===== src/rtl/clk_div_pkg.sv =====
`default_nettype none
// ============================================================================
// Module  : clk_div_pkg
// Purpose : Shared constants, types and the terminal-count helper used by the
//           multi-channel clock divider.
// Ports   : none (package)
// Config  : used identically with or without CLK_DIV_SYNC_EN
// Revision: 1.0 - initial release
// ============================================================================
package clk_div_pkg;

  localparam int CLKDIV_WIDTH_DEF = 32;
  localparam int CLKDIV_NCH_MAX   = 16;
  // Compare width for the helper; any channel WIDTH up to this is supported.
  localparam int CLKDIV_CMP_W     = 64;

  typedef logic [CLKDIV_WIDTH_DEF-1:0] div_t;
  typedef logic [CLKDIV_CMP_W-1:0]     cmp_t;

  // Terminal cycle of a half-period. A zero divisor never terminates, so a
  // stopped channel can never toggle through this path.
  function automatic logic is_terminal(input cmp_t cnt, input cmp_t div);
    return (div != '0) && (cnt == div - cmp_t'(1));
  endfunction

endpackage
`default_nettype wire


===== src/rtl/clk_div_chan.sv =====
`default_nettype none
// ============================================================================
// Module  : clk_div_chan
// Purpose : One divider channel: half-period counter, current and pending
//           divisor, 50%-duty output clock and toggle tick.
// Ports   : CLK_in      system clock
//           rst_n       synchronous active-low reset
//           en_i        channel run enable
//           sync_i      phase-align request (tied low when unused)
//           wr_i        divisor write addressed to this channel
//           wr_div_i    new divisor (0 = stop)
//           clk_o       divided clock
//           tick_o      one-cycle pulse after each toggle
//           pend_o      written divisor not yet applied
// Config  : independent of CLK_DIV_SYNC_EN (sync_i is fed by the top)
// Revision: 1.0 - initial release
// ============================================================================
module clk_div_chan
  import clk_div_pkg::*;
#(
  parameter int               WIDTH   = CLKDIV_WIDTH_DEF,
  parameter logic [WIDTH-1:0] DEF_DIV = WIDTH'(50_000_000)
) (
  input  logic             CLK_in,
  input  logic             rst_n,
  input  logic             en_i,
  input  logic             sync_i,
  input  logic             wr_i,
  input  logic [WIDTH-1:0] wr_div_i,
  output logic             clk_o,
  output logic             tick_o,
  output logic             pend_o
);

  logic [WIDTH-1:0] cnt_q, cnt_d;
  logic [WIDTH-1:0] div_cur_q, div_cur_d;
  logic [WIDTH-1:0] div_pend_q, div_pend_d;
  logic             pend_q, pend_d;
  logic             clk_q, clk_d;
  logic             tick_q, tick_d;
  logic [WIDTH-1:0] w_div_nxt;
  logic             w_term;

  assign w_term = is_terminal(cmp_t'(cnt_q), cmp_t'(div_cur_q));

  always_comb begin
    cnt_d      = cnt_q;
    div_cur_d  = div_cur_q;
    div_pend_d = div_pend_q;
    pend_d     = pend_q;
    clk_d      = clk_q;
    tick_d     = 1'b0;
    w_div_nxt  = div_cur_q;

    if (sync_i) begin
      // Phase alignment: restart low, taking any queued divisor now.
      cnt_d = '0;
      clk_d = 1'b0;
      if (pend_q) begin
        div_cur_d = div_pend_q;
        pend_d    = 1'b0;
      end
    end else if (!en_i || (div_cur_q == '0)) begin
      // Idle: no half-period in flight, so a write can land immediately.
      // A disabled channel keeps its level; an enabled stopped one sits low.
      cnt_d = '0;
      if (en_i) begin
        clk_d = 1'b0;
      end
      if (wr_i) begin
        div_cur_d = wr_div_i;
        pend_d    = 1'b0;
      end
    end else if (w_term) begin
      // Divisor changes only here, at a half-period boundary. A write in
      // this very cycle overrides any queued value.
      cnt_d = '0;
      if (wr_i) begin
        w_div_nxt = wr_div_i;
      end else if (pend_q) begin
        w_div_nxt = div_pend_q;
      end
      div_cur_d = w_div_nxt;
      pend_d    = 1'b0;
      if (w_div_nxt == '0) begin
        clk_d = 1'b0;
      end else begin
        clk_d  = ~clk_q;
        tick_d = 1'b1;
      end
    end else begin
      cnt_d = cnt_q + WIDTH'(1);
      if (wr_i) begin
        div_pend_d = wr_div_i;
        pend_d     = 1'b1;
      end
    end
  end

  always_ff @(posedge CLK_in) begin
    if (!rst_n) begin
      cnt_q      <= '0;
      div_cur_q  <= DEF_DIV;
      div_pend_q <= '0;
      pend_q     <= 1'b0;
      clk_q      <= 1'b0;
      tick_q     <= 1'b0;
    end else begin
      cnt_q      <= cnt_d;
      div_cur_q  <= div_cur_d;
      div_pend_q <= div_pend_d;
      pend_q     <= pend_d;
      clk_q      <= clk_d;
      tick_q     <= tick_d;
    end
  end

  assign clk_o  = clk_q;
  assign tick_o = tick_q;
  assign pend_o = pend_q;

endmodule
`default_nettype wire


===== src/rtl/clk_div_multi.sv =====
`default_nettype none
// ============================================================================
// Module  : clk_div_multi
// Purpose : NCH-channel run-time programmable clock divider with glitch-free
//           divisor changes at half-period boundaries.
// Ports   : CLK_in      system clock
//           rst_n       synchronous active-low reset
//           en          per-channel run enable
//           wr_en       divisor write strobe
//           wr_ch       write target channel (>= NCH ignored)
//           wr_div      new divisor (0 = stop channel)
//           sync_start  phase-align all channels (only with CLK_DIV_SYNC_EN)
//           CLK_out     divided clocks
//           tick        one-cycle pulse per CLK_out toggle
//           pend        divisor written but not yet applied
// Config  : `define CLK_DIV_SYNC_EN adds the sync_start input.
// Revision: 1.0 - initial release
// ============================================================================
module clk_div_multi
  import clk_div_pkg::*;
#(
  parameter int               NCH     = 4,
  parameter int               WIDTH   = CLKDIV_WIDTH_DEF,
  parameter logic [WIDTH-1:0] DEF_DIV = WIDTH'(50_000_000)
) (
  input  logic                 CLK_in,
  input  logic                 rst_n,
  input  logic [NCH-1:0]       en,
  input  logic                 wr_en,
  input  logic [$clog2(NCH):0] wr_ch,
  input  logic [WIDTH-1:0]     wr_div,
`ifdef CLK_DIV_SYNC_EN
  input  logic                 sync_start,
`endif
  output logic [NCH-1:0]       CLK_out,
  output logic [NCH-1:0]       tick,
  output logic [NCH-1:0]       pend
);

  localparam int CHW = $clog2(NCH) + 1;

  logic w_sync;

`ifdef CLK_DIV_SYNC_EN
  assign w_sync = sync_start;
`else
  assign w_sync = 1'b0;
`endif

  for (genvar i = 0; i < NCH; i++) begin : g_ch
    logic w_wr;
    // Out-of-range channel numbers match no instance, so they are dropped.
    assign w_wr = wr_en && (wr_ch == CHW'(i));

    clk_div_chan #(
      .WIDTH   (WIDTH),
      .DEF_DIV (DEF_DIV)
    ) u_chan (
      .CLK_in   (CLK_in),
      .rst_n    (rst_n),
      .en_i     (en[i]),
      .sync_i   (w_sync),
      .wr_i     (w_wr),
      .wr_div_i (wr_div),
      .clk_o    (CLK_out[i]),
      .tick_o   (tick[i]),
      .pend_o   (pend[i])
    );
  end

endmodule
`default_nettype wire


===== config.mk =====
export PLATFORM = sky130hd
export DESIGN_NAME = clk_div_multi
export DESIGN_NICKNAME = d
export VERILOG_FILES = /design/src/rtl/clk_div_pkg.sv /design/src/rtl/clk_div_chan.sv /design/src/rtl/clk_div_multi.sv
export SDC_FILE = /design/constraint.sdc
export NUM_CORES = 1
export LEC_CHECK = 0
export CELL_PAD_IN_SITES_DETAIL_PLACEMENT = 2
export CELL_PAD_IN_SITES_GLOBAL_PLACEMENT = 2
export CORE_UTILIZATION = 38
export CTS_BUF_LIST = sky130_fd_sc_hd__clkbuf_16
export CTS_CLUSTER_SIZE = 24
export DETAILED_ROUTE_END_ITERATION = 10
export PLACE_DENSITY = 0.91
export SLEW_MARGIN = 40
export SYNTH_ARGS = -nofsm -noshare
export SYNTH_HDL_FRONTEND = slang
export SYNTH_SLANG_ARGS = --single-unit

===== constraint.sdc =====
create_clock -name CLK_in -period 4.2 [get_ports CLK_in]
set_input_delay 0.84 -clock CLK_in [delete_from_list [all_inputs] [get_ports CLK_in]]
set_output_delay 0.84 -clock CLK_in [all_outputs]
set_load 0.05 [all_outputs]

==> flow_metrics.py <==
metrics = {
    "synthesis": {
        "synth-xor-area-share_pct": 10.0,
        "yosys.area_share.simple_pct": 25.1,
        "netlist_instances": 3130,
        "synth_area_per_cell_um2": 7.86,
        "syn_area_um2": 24600,
        "muxShareOfSynthArea_pct": 11.7,
        "synth_seq_cells": 396,
        "synth-seq-area-share_pct": 32.2,
        "fraction_of_synthesis_flops_using_an_asynchronous_set_or_reset_pin_pct": 0,
        "yosys_most_used_dff": "sky130_fd_sc_hd__dfxtp_1",
        "synth_compound_area_share_pct": 14.9,
        "synth.yosys.warnings": 0,
        "dominant_combinational_cell_family_by_area_after_synthesis": "simple AND/OR/NAND/NOR gates",
        "synth_cell_type_count": 82,
        "post_synth_fa_ha_maj_area_fraction_pct": 0.407,
        "postSynthNetCount": 3180,
        "synth_enable_flop_cells": 0,
    },
    "detailed_routing": {
        "total_drc_errors_in_the_routed_layout": 0,
        "routed_wirelength_mm": 117,
        "detail_route.iter0.violations": 2100,
        "antenna_violating_nets_post_route": 0,
        "route.detailed.vias_per_inst": 6.47,
        "dr.pass1.iters": 6,
        "post_drt_wl_per_cell_um": 29.4,
        "route.vias.total": 25700,
    },
    "setup_path": {
        "worstReg2RegStart": "g_ch[0].u_chan.div_cur_q[0]",
        "critical_path.startpoint_type": "flop",
        "path_buf_inv": 2,
        "timing.critical_path.from": "g_ch[0].u_chan.div_cur_q[0]",
        "critical-path-slowest-cell": "sky130_fd_sc_hd__or4b_1",
        "arrival_time_worst_endpoint_ns": 4.67,
        "timing_worst_setup_path_type": "reg2reg",
        "cp-end-kind": "flop",
        "path_max_fanout": 27,
        "worst-endpoint-required_ns": 4.77,
        "cp_cell_sequence": "inv_1, ha_1, nor3b_1, nand2_1, or4b_1, a2111oi_2, o2111ai_1, a2111oi_1, and4bb_1, buf_4, or3_1, o211a_1",
        "critPathTopFamily": "simple AND/OR/NAND/NOR gates",
        "timing.critical_path.slowest_cell_delay_ns": 0.58,
    },
    "power_and_ir_drop": {
        "power.leakage_uw": 0.00947,
        "power-per-cell-area_nw_per_um2": 323,
        "vdd.ir_drop.worst_uv": 270,
        "total_power_consumption_of_the_routed_design_uw": 8960,
    },
    "cells_and_area": {
        "layout_common_cells": "sky130_fd_sc_hd__dfxtp_1, sky130_fd_sc_hd__nand2_1, sky130_fd_sc_hd__nor2_1",
        "register_area_um2": 7940,
        "area_growth_pct": 12.8,
        "layout.filler_cells": 7083,
        "final_common_cell": "sky130_fd_sc_hd__dfxtp_1",
        "area_occupied_by_multi_input_gates_um2": 15400,
        "nets": 3137,
        "drive_gt1_share_pct": 8.65,
        "design_area_um2": 27700,
    },
    "clocking": {
        "cts_tree": "built",
        "clk_pin_slew_worst_paths_ns": 0.06,
        "worst_skew_pair.late_latency_ns": 0.64,
        "holdBufCountCts": 0,
        "clock-sinks": 396,
        "clk_root_buffer_cell": "sky130_fd_sc_hd__clkbuf_16",
        "ctsLongestPathBuffers": 3,
        "cts_htree_levels": 2,
        "total_clock_buffers_created_by_cts": 50,
    },
    "global_routing": {
        "initial_antenna_violation_count": 5,
        "track_usage_pct": 34.0,
        "grt.overflow.total": 0,
        "grt_max_degree": 107,
        "grt_pass1_wl_mm": 175,
        "grt_pass1_vias": 28400,
    },
    "die": {
        "row_count": 92,
        "die_area_um2": 65700,
        "design.core.area_um2": 63500,
        "boundaryPins": 54,
        "initial_utilization_pct": 38.7,
        "die_width_um": 256,
        "die_y_um": 256,
    },
    "timing": {
        "tightest_pin_transition_ns": 0.995,
        "worst_clock_skew_ns": 0.0323,
        "fin_setup_tns_ns": 0,
        "period_minus_slack_ns": 4.10,
        "share_of_the_clock_period_used_by_the_worst_path_pct": 97.6,
        "fmax_mhz": 244,
        "setup_viol": 0,
        "hold_viol": 0,
        "finalMaxSlewViolations": 0,
        "worst_slew_margin_rel_pct": 33.4,
    },
    "hold_path": {
        "hold_path.startpoint": "g_ch[2].u_chan.div_pend_q[2]",
        "worst_hold_path_type": "reg2reg",
    },
    "placement": {
        "dp_hpwl_mm": 77.3,
        "cell_area_reported_after_detailed_placement_um2": 26100,
        "port_buffers": 53,
        "place.gp.congestion": 0.892,
    },
    "job": {
        "max-cap-violations": 0,
    },
    "status": {
        "outcome": "finished, final reports clean",
    },
}
-- flip-flops by register name, indices dropped and copies added (netlist names) --
| register | count |
|---|---|
| g_ch.u_chan.div_cur_q | 128 |
| g_ch.u_chan.tick_o | 4 |
| g_ch.u_chan.pend_o | 4 |
| g_ch.u_chan.cnt_q | 128 |
| g_ch.u_chan.div_pend_q | 128 |
| g_ch.u_chan.clk_o | 4 |
-- worst register-to-register path, stage by stage (launching register included) --
cell and delay, ns:
sky130_fd_sc_hd__dfxtp_1 0.38, sky130_fd_sc_hd__inv_1 0.13, sky130_fd_sc_hd__ha_1 0.21, sky130_fd_sc_hd__nor3b_1 0.36, sky130_fd_sc_hd__nand2_1 0.14, sky130_fd_sc_hd__or4b_1 0.58
sky130_fd_sc_hd__a2111oi_2 0.40, sky130_fd_sc_hd__o2111ai_1 0.19, sky130_fd_sc_hd__a2111oi_1 0.53, sky130_fd_sc_hd__and4bb_1 0.36, sky130_fd_sc_hd__buf_4 0.37, sky130_fd_sc_hd__or3_1 0.18
sky130_fd_sc_hd__o211a_1 0.19
-- what timing repair did --
item                                    in CTS  in global routing
gates resized for setup                      0                 12
hold endpoints to repair                     0                  0
endpoints found under the setup margin       0                171
buffers inserted                             0                  6
-- worst paths after layout --
path	cells past startpoint	end	slack [ns]
worst max-delay path	12	g_ch[0].u_chan.div_cur_q[6]	0.10
worst min-delay path	2	g_ch[2].u_chan.div_pend_q[2]	0.47
worst max register to register	12	g_ch[0].u_chan.div_cur_q[6]	0.10
worst min register to register	2	g_ch[2].u_chan.div_pend_q[2]	0.47
-- cells in the mapped netlist (65+ instances only) --
library cell | instances | area [um^2]
sky130_fd_sc_hd__xor2_1 | 139 | 1220
sky130_fd_sc_hd__nand4_1 | 74 | 463
sky130_fd_sc_hd__nand3_1 | 73 | 365
sky130_fd_sc_hd__o21ai_0 | 145 | 726
sky130_fd_sc_hd__a21oi_1 | 128 | 641
sky130_fd_sc_hd__nor4_1 | 65 | 407
sky130_fd_sc_hd__nor3_1 | 94 | 470
sky130_fd_sc_hd__nor2_1 | 363 | 1360
sky130_fd_sc_hd__nand2_1 | 391 | 1470
sky130_fd_sc_hd__dfxtp_1 | 396 | 7930
sky130_fd_sc_hd__o211ai_1 | 72 | 541
sky130_fd_sc_hd__xnor2_1 | 143 | 1250
sky130_fd_sc_hd__clkbuf_1 | 208 | 781
sky130_fd_sc_hd__mux2i_1 | 282 | 2820
-- cell type report --
type	instances	area share, %
Multi-Input combinational cell	2410	55.7
Clock inverter	34	0.740
Clock buffer	51	4.60
Sequential cell	396	28.6
Timing Repair Buffer	184	5.95
Inverter	45	0.609
Tap cell	846	3.82
Antenna cell	1	0.00902
-- through the flow --
step	setup WS [ns]	hold slack, ns	cells	utilization (%)
floorplan	0.725	0.431	3130	-
global placement	0.0113	0.442	3875	41.1
detailed placement	-0.107	0.456	3875	41.1
CTS	0.0185	0.471	3960	43.5
global route	-0.00128	0.479	3966	43.7
finish	0.102	0.467	3967	43.7
-- metal layers --
layer  GRT usage (%)  share of wire [%]  vias up
met5           0.292              0.021        -
met4            21.1                6.5        4
met3            7.51                7.4      493
met2            58.9                 48     1204
met1            37.7                 38    13000
li1                -                  -    11000
-- logic make-up (layout without fill, tap and decap cells) --
family | after synthesis | count (layout)
muxes | 287 | 287
DFF | 396 | 396
and+or+nand+nor | 1278 | 1278
xor gates and xnor gates | 282 | 282
AOI/OAI and AO/OA | 555 | 555
other | 0 | 1
buffers and inverters | 324 | 314
adders and majority gates | 8 | 8
-- where the power goes --
| part | switching [uW] | internal, uW |
|---|---|---|
| clock | 1900 | 2300 |
| combinational | 630 | 271 |
| sequential | 71.9 | 3800 |
(Power assumes the default switching activity.)
